File: src/rtl/timer60_ctrl.sv
// timer60_ctrl: 1 Hz prescaler, start/pause/clear FSM, BCD 00..59, digit scan.
// Optional build macro STOP_AT_59_EN: hold at 59 in DONE instead of wrapping.
module timer60_ctrl #(
  parameter int CLK_HZ   = 50000000,
  parameter int SCAN_DIV = 50000
) (
  input  logic       clk,
  input  logic       reset,
  input  logic       start_stop,
  input  logic       clear,
  output logic [3:0] digit_nibble,
  output logic [1:0] digit_en,
  output logic [3:0] ones,
  output logic [3:0] tens,
  output logic       running,
  output logic       wrap,
  output logic       done
);

  localparam int PW = $clog2(CLK_HZ);
  localparam int SW = $clog2(SCAN_DIV);
  localparam logic [PW-1:0] PMAX = PW'(CLK_HZ - 1);
  localparam logic [SW-1:0] SMAX = SW'(SCAN_DIV - 1);

`ifdef STOP_AT_59_EN
  typedef enum logic [1:0] {IDLE, RUN, PAUSE, DONE} state_t;
`else
  typedef enum logic [1:0] {IDLE, RUN, PAUSE} state_t;
`endif

  state_t        state_q, state_d;
  logic [PW-1:0] pre_q, pre_d;
  logic [3:0]    ones_q, ones_d;
  logic [3:0]    tens_q, tens_d;
  logic          wrap_q, wrap_d;
  logic [SW-1:0] scan_q;
  logic          sel_q;
  logic          ss_s1, ss_s2, ss_prev;
  logic          cl_s1, cl_s2;
  logic          rise;
  logic          tick;

  assign rise = ss_s2 & ~ss_prev;
  assign tick = (state_q == RUN) && (pre_q == PMAX);

  // Two-flop synchronizers for both buttons plus edge history for start_stop
  always_ff @(posedge clk or posedge reset) begin
    if (reset) begin
      ss_s1   <= 1'b0;
      ss_s2   <= 1'b0;
      ss_prev <= 1'b0;
      cl_s1   <= 1'b0;
      cl_s2   <= 1'b0;
    end else begin
      ss_s1   <= start_stop;
      ss_s2   <= ss_s1;
      ss_prev <= ss_s2;
      cl_s1   <= clear;
      cl_s2   <= cl_s1;
    end
  end

  // Timer registers: state, prescaler, BCD digits, wrap pulse
  always_ff @(posedge clk or posedge reset) begin
    if (reset) begin
      state_q <= IDLE;
      pre_q   <= '0;
      ones_q  <= 4'd0;
      tens_q  <= 4'd0;
      wrap_q  <= 1'b0;
    end else begin
      state_q <= state_d;
      pre_q   <= pre_d;
      ones_q  <= ones_d;
      tens_q  <= tens_d;
      wrap_q  <= wrap_d;
    end
  end

  // Next state, prescaler advance and BCD increment; clear overrides all
  always_comb begin
    state_d = state_q;
    pre_d   = pre_q;
    ones_d  = ones_q;
    tens_d  = tens_q;
    wrap_d  = 1'b0;
    if (cl_s2) begin
      state_d = IDLE;
      pre_d   = '0;
      ones_d  = 4'd0;
      tens_d  = 4'd0;
    end else begin
      unique case (state_q)
        IDLE: begin
          pre_d = '0;
          if (rise) state_d = RUN;
        end
        RUN: begin
          pre_d = tick ? '0 : pre_q + PW'(1);
          if (rise) state_d = PAUSE;
        end
        PAUSE: begin
          if (rise) state_d = RUN;
        end
`ifdef STOP_AT_59_EN
        DONE: begin
          pre_d = '0;
        end
`endif
        default: state_d = IDLE;
      endcase
      if (tick) begin
        if (ones_q == 4'd9) begin
          if (tens_q == 4'd5) begin
`ifdef STOP_AT_59_EN
            state_d = DONE;
`else
            ones_d = 4'd0;
            tens_d = 4'd0;
            wrap_d = 1'b1;
`endif
          end else begin
            ones_d = 4'd0;
            tens_d = tens_q + 4'd1;
          end
        end else begin
          ones_d = ones_q + 4'd1;
        end
      end
    end
  end

  // Free-running scan counter; select flips at each terminal count
  always_ff @(posedge clk or posedge reset) begin
    if (reset) begin
      scan_q <= '0;
      sel_q  <= 1'b0;
    end else if (scan_q == SMAX) begin
      scan_q <= '0;
      sel_q  <= ~sel_q;
    end else begin
      scan_q <= scan_q + SW'(1);
    end
  end

  assign ones         = ones_q;
  assign tens         = tens_q;
  assign wrap         = wrap_q;
  assign running      = (state_q == RUN);
  assign digit_en     = sel_q ? 2'b10 : 2'b01;
  assign digit_nibble = sel_q ? tens_q : ones_q;

`ifdef STOP_AT_59_EN
  assign done = (state_q == DONE);
`else
  assign done = 1'b0;
`endif

endmodule
File: config.mk
export PLATFORM = sky130hd
export DESIGN_NAME = timer60_ctrl
export DESIGN_NICKNAME = d
export VERILOG_FILES = /design/src/rtl/timer60_ctrl.sv
export SDC_FILE = /design/constraint.sdc
export NUM_CORES = 1
export LEC_CHECK = 0
export CAP_MARGIN = 15
export CORE_UTILIZATION = 35
export DETAILED_ROUTE_END_ITERATION = 12
export DONT_BUFFER_PORTS = 1
export GPL_ROUTABILITY_DRIVEN = 0
export GPL_TIMING_DRIVEN = 0
export PLACE_DENSITY = 0.56
export SYNTH_ARGS = -nofsm -noshare
export SYNTH_HDL_FRONTEND = slang
export SYNTH_SLANG_ARGS = --single-unit
File: constraint.sdc
create_clock -name clk -period 1.9 [get_ports clk]
set_input_delay 0.57 -clock clk [delete_from_list [all_inputs] [get_ports clk]]
set_output_delay 0.57 -clock clk [all_outputs]
set_load 0.01 [all_outputs]
==> key figures <==
Critical path
  – Critical Path Sink Type: register
  – Kind of start point of the critical path: register
  – Flop2flop setup slack: roughly 0.031 ns
  – Required @ worst endpoint: around 2.2 ns
  – Crit-path leading delay family: simple AND/OR/NAND/NOR gates
  – Reg2reg end: ones[2]
  – Register-to-Register Path Depth: 5
  – CP Class: register to register
  – Largest stage delay on the critical path: around 0.48 ns
  – Crit path capture: ones[2]
  – Worst setup startpoint: pre_q[11]
  – Worst-path fanout max: 7
  – Buffers and inverters on the worst path: 0
  – Arrival time at the worst endpoint: 2.13 ns
  – FF-to-FF Start: pre_q[11]
  – Cells along the critical path: nor4b_2 > and4_4 > nand2_2 > or4_1 > a21oi_1
  – Critical path depth: 5
  – Slowest cell on the critical path: or4_1

Routing
  – Via count: around 2500
  – Antenna-violating nets left: 0
  – Topmost layer with routed signal wires: met4
  – Router iterations before antenna repair: 4
  – Met1 wire length: around 3400 um
  – Detailed route wirelength on metal3: around 230 um
  – DRC violation total after the first TritonRoute iteration: roughly 130
  – Routed length per placed instance: 15.25 um
  – Final WL: around 7000 um
  – Wire length on met2: around 3300 um
  – # DRC: 0
  – Via density per instance: around 5.5

Yosys
  – Post-synth EDFFs: 0
  – Number of synthesized register bits: 59
  – Ys flop type: dfrtp_1
  – Post-Synthesis Cell Area: ~0.0031 mm^2
  – Avg Cell Area, Syn: between 9 and 10 um^2
  – Proportion of synthesized chip area in sequential cells: 0.4832
  – Async set-or-reset flop fraction in the synthesized netlist: 1.000
  – Distinct cell type count of the synthesized netlist: 45
  – Nets in the synthesized netlist: 324
  – Synth Instances: roughly 310
  – Yosys warns: 0

Global route
  – First-pass GRT wire length: 11520 um
  – Maximum number of pins on one net before global-route repair: 34
  – Via count of the first global-routing pass: about 2300
  – Number of antenna violations at the first check in global routing: 0
  – Congestion Overflow GR: 0
  – Total Routing Usage GR: 0.1656

Min path
  – Path type of the worst min-delay path: primary input to async pin

Power
  – Power per unit of standard cell area: between 700 and 800 mW/mm^2
  – Static Leakage: around 1.6 nW
  – Overall Power: roughly 0.0027 W
  – Worst vdd rail ir drop: 0.3373 mV

Die
  – Top Ports: 21
  – Horizontal extent of the die: 95.44 um
  – Starting density of the core: 0.3663
  – Core Area: around 0.0083 mm^2
  – Die Ht: about 95 um
  – Overall die area: approximately 0.009 mm^2
  – Placement Rows: 33

CTS
  – CTS H-tree lvls: 3
  – Hold buffer count at cts: 0
  – Clk sink count: slightly below 60
  – TritonCTS clock tree: done
  – Total clock buffers created by CTS: 9
  – Clock transition at the register clock pins on the worst setup and hold paths after CTS: ~0.080 ns
  – Worst-Skew Late Latency: approximately 0.34 ns
  – Maximum count of clock buffers along a single path: 2
  – Clock root buffer master: clkbuf_8

Finish
  – Area growth from synthesis to final layout: 23.46%
  – Diode insertion count for antenna repair: 0
  – Multi-input combinational cell area: roughly 0.0016 mm^2
  – Register cell area after layout: around 0.0015 mm^2
  – Final Instance Area: roughly 0.0038 mm^2
  – Most frequent standard cell in the layout excluding fill and tap cells: dfrtp_1
  – Ratio of cells with drive above 1 in the final layout: 0.2578
  – Final cell utilization of the core: 0.4523
  – Number of nets in the finished design: approximately 360
  – Commonest cells after routing, fill and taps aside: dfrtp_1, nor2_1, buf_4, nand2_1
  – Fill count: approximately 800

STA
  – Final worst-path setup slack: around 0.03 ns
  – Slew at the pin closest to its max-slew limit: ~0.64 ns
  – Final Hold Violating Endpoints: 0
  – Shortest clock period the worst path allows after layout: 1.869 ns
  – Pins over their slew limit: 0
  – Setup-failing EPs final: 0
  – RSZ-0062 raised after global routing: yes
  – Max-Slew Margin vs Limit: 0.5718
  – Final Skew: between 0.015 and 0.02 ns
  – Fmax achieved: approximately 530 MHz
  – Final Cycle Share: 0.9838

Run status
  – Run status: finished clean

Flow run
  – Reported max-cap violation count: 0

Placement
  – Port Buffers: 0
  – Worst setup slack after placement: -0.2758 ns
  – Area post-placement: around 0.0032 mm^2
  – Estimated wirelength of the detail-placed design: approximately 4500 um
-- flip-flops by register name, indices dropped and copies added, names as in the netlist --
signal / flops
ss_s1: 1
wrap: 1
tens: 4
cl_s1: 1
cl_s2: 1
sel_q: 1
ss_prev: 1
scan_q: 16
state_q: 2
ss_s2: 1
ones: 4
pre_q: 26
-- synthesized netlist by cell type, types with 2 or more instances --
cell | instances | share of area
a31oi_1 | 18 | 0.037
nand4_1 | 12 | 0.025
and3_1 | 6 | 0.012
xor2_1 | 14 | 0.040
nand2_1 | 20 | 0.025
nand3_2 | 2 | 0.0066
nor3b_1 | 2 | 0.0049
a22o_1 | 3 | 0.0086
nor4_1 | 4 | 0.0082
ha_1 | 7 | 0.029
clkbuf_1 | 4 | 0.0049
nand3_1 | 19 | 0.031
mux2_2 | 4 | 0.015
or4_1 | 3 | 0.0074
o21ai_0 | 11 | 0.018
or3_2 | 4 | 0.0098
and4_1 | 4 | 0.011
xnor2_1 | 11 | 0.032
buf_4 | 2 | 0.0049
mux2i_1 | 2 | 0.0066
inv_1 | 7 | 0.0086
a21oi_1 | 17 | 0.028
dfrtp_1 | 59 | 0.48
or3_1 | 3 | 0.0061
nor2_1 | 35 | 0.043
nand2b_1 | 8 | 0.016
nor3_1 | 9 | 0.015
nor2b_1 | 4 | 0.0082
buf_2 | 3 | 0.0049
-- metal layers --
metal | global-route usage | vias to the layer above
met2 | 0.2393 | 44
met5 | 0 | -
met4 | 0.07960 | 0
li1 | - | 1192
met3 | 0.03110 | 9
met1 | 0.2367 | 1269
-- worst min path at each step --
stage                       endpoint  slack (ns)  cells after the start
final                     scan_q[12]        0.17                      1
after global routing      scan_q[12]        0.20                      1
after CTS                 scan_q[12]        0.18                      1
after detailed placement       ss_s2        0.34                      0
after global placement         cl_s2        0.33                      0
after floorplan                cl_s2        0.33                      0
-- layout make-up --
class,count,area share
clock inverter,7,0.02653
sequential,59,0.3944
multi-input combinational,237,0.4335
buffer,10,0.01791
tap,105,0.03483
timing repair buffer,24,0.05207
clock buffer,9,0.03284
inverter,7,0.007960
-- logic make-up after synthesis --
group | share of synthesized area
AND/OR/NAND/NOR | 0.2707
XOR/XNOR | 0.07166
flip-flops | 0.4832
multiplexers | 0.02129
buffers and inverters | 0.02702
AO/OA/AOI/OAI | 0.09624
adder cells (fa/ha/maj) | 0.02866
other | 0.001227
-- stage by stage --
step           TNS, ns  hold WS (ns)  std cells
2_1_floorplan        0        0.3312        313
3_3_place_gp    -6.065        0.3332        418
3_5_place_dp    -6.195        0.3355        419
4_1_cts              0        0.1836        447
5_1_grt        -0.3909        0.1986        458
6_report             0        0.1700        458
-- report_power, final --
part	total [W]	leakage, nW	internal, W	switching, W
Clock	0.00130	0.102	0.000744	0.000560
Combinational	0.0000859	0.692	0.0000255	0.0000604
Sequential	0.00127	0.782	0.00126	0.00000602
Total	0.00266	1.58	0.00203	0.000626
-- repair_timing --
item	CTS	global route
gates cloned	0	0
setup endpoints to repair	33	43
gates resized for setup	20	22
setup buffers	12	11
pin swaps	7	3
Note: power is estimated with default switching activity, not from simulation.
